File: config.mk
export PLATFORM = sky130hd
export DESIGN_NAME = pci_bus_arbiter
export DESIGN_NICKNAME = d
export VERILOG_FILES = /design/src/rtl/pci_arb_pkg.sv /design/src/rtl/pci_rr_pick.sv /design/src/rtl/pci_bus_arbiter.sv
export SDC_FILE = /design/constraint.sdc
export NUM_CORES = 1
export LEC_CHECK = 0
export CAP_MARGIN = 20
export CORE_ASPECT_RATIO = 0.6
export CORE_MARGIN = 2
export CORE_UTILIZATION = 26
export CTS_BUF_LIST = sky130_fd_sc_hd__clkbuf_2
export CTS_CLUSTER_SIZE = 16
export DETAILED_ROUTE_END_ITERATION = 10
export GPL_ROUTABILITY_DRIVEN = 0
export SKIP_CTS_REPAIR_TIMING = 1
export SYNTH_ARGS = -nofsm -noshare
export SYNTH_HDL_FRONTEND = slang
export SYNTH_SLANG_ARGS = --single-unit
File: constraint.sdc
create_clock -name clk -period 2.2 [get_ports clk]
set_input_delay 0.22 -clock clk [delete_from_list [all_inputs] [get_ports clk]]
set_output_delay 0.22 -clock clk [all_outputs]
set_load 0.005 [all_outputs]
File: src/rtl/pci_arb_pkg.sv
// Shared types and helpers for the central PCI request/grant arbiter.
package pci_arb_pkg;

  typedef enum logic [2:0] {
    IDLE     = 3'd0,
    GNT_WAIT = 3'd1,
    BUSY     = 3'd2,
    BUSY_GNT = 3'd3,
    TURN     = 3'd4
  } arb_state_t;

  // Wide enough for MAX_WAIT up to 255.
  localparam int WAIT_W = 8;

  function automatic int owner_width(input int n);
    return (n > 2) ? $clog2(n) : 1;
  endfunction

  function automatic logic bus_idle(input logic frame_n, input logic irdy_n);
    return frame_n & irdy_n;
  endfunction

endpackage

File: src/rtl/pci_rr_pick.sv
// Combinational round-robin picker: first set request at or after ptr, wrapping modulo N.
module pci_rr_pick #(
  parameter int N = 4,
  parameter int W = 2
) (
  input  logic [N-1:0] req,
  input  logic [W-1:0] ptr,
  output logic [W-1:0] win,
  output logic         vld
);

  logic [W-1:0] idx;

  // Walk offsets from farthest to nearest so the nearest requester is assigned last.
  always_comb begin
    win = '0;
    vld = 1'b0;
    idx = '0;
    for (int i = N - 1; i >= 0; i--) begin
      idx = W'((int'(ptr) + i) % N);
      if (req[idx]) begin
        win = idx;
        vld = 1'b1;
      end
    end
  end

endmodule

File: src/rtl/pci_bus_arbiter.sv
// Central PCI arbiter: round-robin active-low grants, FRAME#/IRDY# ownership tracking.
// Define ARB_HIDDEN_EN to allow granting the next master while the bus is still busy.
module pci_bus_arbiter
  import pci_arb_pkg::*;
#(
  parameter int NUM_MASTERS = 4,
  parameter int MAX_WAIT    = 16,
  localparam int OW         = owner_width(NUM_MASTERS)
) (
  input  logic                   clk,
  input  logic                   rst_n,
  input  logic [NUM_MASTERS-1:0] req_n,
  input  logic                   frame_n,
  input  logic                   irdy_n,
  output logic [NUM_MASTERS-1:0] gnt_n,
  output logic [OW-1:0]          owner,
  output logic                   owner_vld,
  output logic                   arb_err
);

  arb_state_t              state, state_d;
  logic [NUM_MASTERS-1:0]  gnt_d;
  logic [OW-1:0]           gidx, gidx_d;
  logic [OW-1:0]           owner_d;
  logic                    ovld_d, err_d;
  logic [OW-1:0]           ptr, ptr_d;
  logic [WAIT_W-1:0]       wait_cnt, cnt_d;
  logic                    idle_prev;
  logic                    idle_now;
  logic [OW-1:0]           pick_win;
  logic                    pick_vld;

  function automatic logic [OW-1:0] next_idx(input logic [OW-1:0] i);
    return (int'(i) == NUM_MASTERS - 1) ? '0 : i + 1'b1;
  endfunction

  assign idle_now = bus_idle(frame_n, irdy_n);

  pci_rr_pick #(
    .N (NUM_MASTERS),
    .W (OW)
  ) u_pick (
    .req (~req_n),
    .ptr (ptr),
    .win (pick_win),
    .vld (pick_vld)
  );

  always_comb begin
    state_d = state;
    gnt_d   = gnt_n;
    gidx_d  = gidx;
    owner_d = owner;
    ovld_d  = owner_vld;
    err_d   = 1'b0;
    ptr_d   = ptr;
    cnt_d   = wait_cnt;
    case (state)
      IDLE: begin
        if (pick_vld) begin
          gnt_d           = '1;
          gnt_d[pick_win] = 1'b0;
          gidx_d          = pick_win;
          cnt_d           = '0;
          state_d         = GNT_WAIT;
        end else if (!frame_n) begin
          // Someone started a cycle without holding a grant.
          err_d   = 1'b1;
          ovld_d  = 1'b0;
          state_d = BUSY;
        end
      end
      GNT_WAIT: begin
        if (idle_prev && !frame_n) begin
          // Frame start takes priority over a same-edge request withdrawal.
          state_d = BUSY;
          owner_d = gidx;
          ovld_d  = 1'b1;
          gnt_d   = '1;
          ptr_d   = next_idx(gidx);
        end else if (req_n[gidx]) begin
          state_d = TURN;
          gnt_d   = '1;
        end else if (wait_cnt == WAIT_W'(MAX_WAIT - 1)) begin
          state_d = TURN;
          gnt_d   = '1;
          ptr_d   = next_idx(gidx);
        end else begin
          cnt_d = wait_cnt + 1'b1;
        end
      end
      BUSY: begin
        if (idle_now) begin
          ovld_d = 1'b0;
          if (pick_vld) begin
            gnt_d           = '1;
            gnt_d[pick_win] = 1'b0;
            gidx_d          = pick_win;
            cnt_d           = '0;
            state_d         = GNT_WAIT;
          end else begin
            state_d = IDLE;
          end
        end
`ifdef ARB_HIDDEN_EN
        else if (pick_vld) begin
          gnt_d           = '1;
          gnt_d[pick_win] = 1'b0;
          gidx_d          = pick_win;
          state_d         = BUSY_GNT;
        end
`endif
      end
      BUSY_GNT: begin
`ifdef ARB_HIDDEN_EN
        if (idle_now) begin
          ovld_d = 1'b0;
          cnt_d  = '0;
          if (req_n[gidx]) begin
            gnt_d   = '1;
            state_d = TURN;
          end else begin
            state_d = GNT_WAIT;
          end
        end
`else
        gnt_d   = '1;
        state_d = IDLE;
`endif
      end
      TURN: begin
        state_d = IDLE;
      end
      default: begin
        gnt_d   = '1;
        state_d = IDLE;
      end
    endcase
  end

  always_ff @(posedge clk or negedge rst_n) begin
    if (!rst_n) begin
      state     <= IDLE;
      gnt_n     <= '1;
      gidx      <= '0;
      owner     <= '0;
      owner_vld <= 1'b0;
      arb_err   <= 1'b0;
      ptr       <= '0;
      wait_cnt  <= '0;
      idle_prev <= 1'b1;
    end else begin
      state     <= state_d;
      gnt_n     <= gnt_d;
      gidx      <= gidx_d;
      owner     <= owner_d;
      owner_vld <= ovld_d;
      arb_err   <= err_d;
      ptr       <= ptr_d;
      wait_cnt  <= cnt_d;
      idle_prev <= idle_now;
    end
  end

endmodule

Word-level counts from Yosys, hierarchy flattened
Cells that the tools add are included.
{ "classes": {"eq_ne": 15, "bitwise_logic": 4, "reduce_logical": 14, "mux": 55, "add_sub_neg": 5, "magnitude_cmp": 7} }
{ "op_table": {"columns": ["op", "count"], "rows": [
  ["$mux W8", 5],
  ["$pmux W8 S3", 1],
  ["$mux W2", 10],
  ["$mux W4", 5],
  ["$lt A2 B3 Y1 const B", 6],
  ["$mux W1", 18],
  ["$mux W3", 6],
  ["$ne A2 B2 Y1 const B", 8],
  ["$pmux W4 S4", 1],
  ["$bmux W1 S2", 5],
  ["$reduce_and A5 Y1", 2],
  ["$pmux W3 S3", 1],
  ["$reduce_and A3 Y1", 3],
  ["$add A8 B1 Y8 const B", 1],
  ["$eq A8 B4 Y1 const B", 1],
  ["$not A4 Y4", 2],
  ["$add A2 B1 Y2 const B", 2],
  ["$add A2 B2 Y2 const B", 2],
  ["$ne A4 B4 Y1 const B", 1],
  ["$pmux W2 S2", 1],
  ["$reduce_and A2 Y1", 2],
  ["$reduce_bool A2 Y1", 2],
  ["$eq A3 B1 Y1 const B", 1],
  ["$eq A3 B2 Y1 const B", 1],
  ["12 further kinds", 13]
]} }
{ "totals": {"ff_bits": 24, "output_inout_bits": 8} }

Logic depth before layout (Yosys ltp)
{ "logic_depth": {"word_depth": 15, "ltp_mapped": 7, "ltp_nobuf": 6} }

By module
A second synthesis with hierarchy kept.
{ "unflattened": {"hier_cells": 129, "area_unflattened_um2": 1336.3} }
{ "by_module_without_submodules": {"columns": ["module", "n_inst", "seq_area_each_um2", "area_per_inst_um2", "cells_each"], "rows": [
  ["pci_bus_arbiter", 1, 606.8, 1258.7, 116],
  ["pci_rr_pick", 1, 0.0, 77.6, 13]
]} }

Worst setup path before layout
No wires, ideal clock.
{ "synth_path": {"kind": "reg-to-reg", "startpoint": "register state[2]", "endpoint": "register wait_cnt[5]", "slack_ns": 0.165, "path_buffers": 2, "setup_time_ns": 0.078, "t_arrival_ns": 1.958, "stages_incl_launch_ff": 8, "path_cell_list": "dfrtp_1 > buf_2 > or3b_1 > buf_6 > nor3_4 > nand2_4 > or4_1 > a21boi_1"} }
{ "synth_via": {"elab_chain_cells": 3, "elab_cells_between_ends": 10} }
{ "synth_rtl": {"columns": ["item", "line", "source"], "rows": [
  ["from (decl)", "pci_bus_arbiter.sv:21", "arb_state_t state, state_d;"],
  ["from (signal assigned)", "pci_bus_arbiter.sv:153", "state <= state_d;"],
  ["$eq A3 B1 Y1, or another cell as far along", "pci_bus_arbiter.sv:58", "case (state)"],
  ["$ne A2 B2 Y1 (no line) or $reduce_bool A3 Y1 (tied branches)", null, null],
  ["$reduce_and A5 Y1 (no line)", null, null],
  ["to (signal assigned)", "pci_bus_arbiter.sv:160", "wait_cnt <= cnt_d;"],
  ["to (decl)", "pci_bus_arbiter.sv:27", "logic [WAIT_W-1:0] wait_cnt, cnt_d;"]
]} }
Several ways; a longest one is shown, not always the timed one.
A chain may end at the register's enable or synchronous reset.

Worst setup path after layout
{ "layout_path": {"startpoint": "register state[1]", "endpoint": "register wait_cnt[5]"} }
Same word-level chain as after synthesis.

==> impl_metrics.env <==
export IMPL_outcome="complete, no violations"
export IMPL_clk_latency_ns=0.37
export IMPL_grt_max_degree=25
export IMPL_die_x_um=94.3
export IMPL_crit_type="flip-flop to flip-flop"
export IMPL_core_sq_um=4640
export IMPL_synth_area_per_cell_sq_um=10.6
export IMPL_final_cell_mix="dfrtp_1 (19), clkdlybuf4s50_1 (15), buf_4 (14)"
export IMPL_synth_cells=120
export IMPL_die_area_sq_um=5480
export IMPL_tightest_slew_ns=0.583
export IMPL_wl_um=2790
export IMPL_stdcell_count=214
export IMPL_p_leak_uw=0.000680
export IMPL_antennaDiodeCount=0
export IMPL_crit_required_ns=2.53
export IMPL_clk_pin_slew_ns=0.26
export IMPL_timing_hold_ws_ns=0.163
export IMPL_relSlewSlack_pct=60.7
export IMPL_ys_ff_latch=24
export IMPL_fin_nets=162
export IMPL_drive_gt1_share_pct=26.5
export IMPL_area_delta_synth_final_pct=28.5
export IMPL_timing_rr_start="state[1]$_DFFE_PN0P_"
export IMPL_die_h_um=58.2
export IMPL_yosysWarnings=0
export IMPL_dpl_worst_slack_ns=-0.160
export IMPL_cap_viol_max_count=0
export IMPL_drv_slew=0
export IMPL_place_hpwl_um=2150
export IMPL_nFillCells=465
export IMPL_drcViolationCount=0
export IMPL_rows=19
export IMPL_period_minus_slack_ns=2.06
export IMPL_cts_made_buffers=3
export IMPL_drt_pass1_iter_count=4
export IMPL_io_pins=16
export IMPL_start_util_pct=27.4
export IMPL_ir_worst_vdd_v=0.000340
export IMPL_rrSetupSlack_ns=0.14
export IMPL_port_buffers=15
export IMPL_rsz0062_at_grt="false"
export IMPL_synth_area_sq_um=1270
export IMPL_reg2regPathDepth=5
export IMPL_hold_path_class="input port to asynchronous set/reset pin"
export IMPL_placed_cells=210
export IMPL_cts_max_level=1
export IMPL_cp_end_kind="flip-flop"
export IMPL_root_buffer="clkbuf_2"
export IMPL_setup_tns_ns=0
export IMPL_skew_ns=0.0295
export IMPL_grt_pass1_vias=957
export IMPL_hold_viol=0
export IMPL_layout_commonest_cell="dfrtp_1"
export IMPL_power_density_nw_per_um2=1120
export IMPL_multiInputGateArea_sq_um=637
export IMPL_syn_nets=130
export IMPL_crit_path_start_kind="flip-flop"
export IMPL_fin_ws_ns=0.138
export IMPL_setup_viol=0
export IMPL_cts_sinks=24
export IMPL_drtIter0Drc=29
export IMPL_seqCellArea_sq_um=607
export IMPL_period_share_pct=93.7
export IMPL_crit_fanout=6
export IMPL_wl_per_cell_um=13.1
export IMPL_vias=1007
export IMPL_grt_pass1_wl_um=4690
export IMPL_power_uw=1830
export IMPL_antenna_found_initial=0
export IMPL_crit_arrival_ns=2.39
export IMPL_drtAntennaViolNets=0
export IMPL_vias_per_cell=4.71
export IMPL_cts_tree="yes"
export IMPL_grtUsageTotal_pct=11.1
export IMPL_ys_seq_area_share_pct=47.7
export IMPL_ys_types=43
export IMPL_timing_rr_end="wait_cnt[5]$_DFFE_PN0P_"
export IMPL_max_freq_mhz=485
export IMPL_gr_total_overflow=0
export IMPL_cts_buffer_depth=2
==> logic make-up after synthesis <==
kind of cell / after synthesis / synth area share [%]
simple gates: 47 / 21.9
flops: 24 / 47.7
buf+inv: 5 / 2.16
compound gates: 29 / 14.3
fa+ha+maj: 2 / 1.97
xor+xnor: 1 / 0.689
mux: 12 / 11.3
==> cells in the mapped netlist <==
cell	count	area (sq um)
nor2_1	5	18.8
xnor2_1	1	8.76
nand3b_1	1	7.51
buf_2	1	5.00
or4_1	2	15.0
a21bo_2	1	10.0
a21boi_1	2	15.0
mux2i_1	2	20.0
dfstp_2	5	131
nor2b_1	2	12.5
mux4_2	1	22.5
o21bai_1	1	7.51
or3b_1	1	8.76
a21boi_0	1	7.51
nor3_4	1	16.3
inv_1	3	11.3
a31oi_1	1	6.26
or3_2	1	7.51
a21oi_1	7	35.0
nand3_1	3	15.0
nand2b_1	2	12.5
buf_6	1	11.3
o22ai_1	1	6.26
nand2_1	12	45.0
and3_2	1	7.51
and3b_1	1	8.76
o21a_1	2	15.0
and2_2	1	7.51
and2_1	2	12.5
dfrtp_1	19	475
a221oi_1	1	8.76
o211ai_1	1	7.51
and2b_2	1	8.76
nand4_1	2	12.5
nand2_4	1	11.3
nor3b_1	3	22.5
mux2_2	9	101
and3_1	1	6.26
nor4_1	1	6.26
o31ai_1	3	22.5
ha_1	2	25.0
o21ai_0	8	40.0
nor3_1	3	15.0
==> state kept, by name, indices dropped and copies added, names as in the netlist <==
signal / cells
arb_err: 1
gidx: 2
gnt_n: 4
idle_prev: 1
owner: 2
owner_vld: 1
ptr: 2
state: 3
wait_cnt: 8
==> worst max-delay path by stage <==
| stage | endpoint | slack (ns) | start |
|---|---|---|---|
| floorplan | wait_cnt[5]$_DFFE_PN0P_ | 0.16 | state[2]$_DFFE_PN0P_ |
| CTS | wait_cnt[5]$_DFFE_PN0P_ | 0.09 | gidx[1]$_DFFE_PN0P_ |
| finish | wait_cnt[5]$_DFFE_PN0P_ | 0.14 | state[1]$_DFFE_PN0P_ |
| global route | wait_cnt[5]$_DFFE_PN0P_ | 0.003 | gidx[1]$_DFFE_PN0P_ |
| detailed placement | wait_cnt[5]$_DFFE_PN0P_ | -0.16 | req_n[3] |
| global placement | wait_cnt[5]$_DFFE_PN0P_ | -0.09 | req_n[3] |
==> power by group <==
group          switching [uW]  leakage (uW)  internal [uW]  total, uW
clock                     146     0.0000266            157        303
combinational             370      0.000351            455        825
sequential                108      0.000302            592        700
total                     624      0.000680           1200       1830
==> critical path, stage by stage (launching register included) <==
cell	delay, ns
dfrtp_1	0.49
or3b_1	0.46
nor3_4	0.32
nand2_4	0.09
or4_1	0.51
a21boi_1	0.15
==> per-stage QoR <==
step	util (%)	instance area (sq um)
finish	35.2	1630
global route	35.2	1630
CTS	35.2	1630
detailed placement	34.3	1590
global placement	34.3	1590
floorplan	-	1270
==> final cells by class <==
type | count | area share (%)
Sequential cell | 24 | 37.1
Clock buffer | 3 | 0.919
Clock inverter | 1 | 1.84
Inverter | 3 | 0.689
Timing Repair Buffer | 29 | 15.6
Multi-Input combinational cell | 91 | 39.0
Tap cell | 63 | 4.82
==> layer usage <==
metal / vias up / global-route usage [%] / routed length, um
met1: 490 / 16.0 / 1470
met2: 15 / 16.7 / 1200
met5: - / 0 / 0
li1: 500 / - / -
met3: 2 / 3.64 / 121
met4: 0 / 1.24 / 8
No activity file was read; power rests on OpenSTA's default activity.
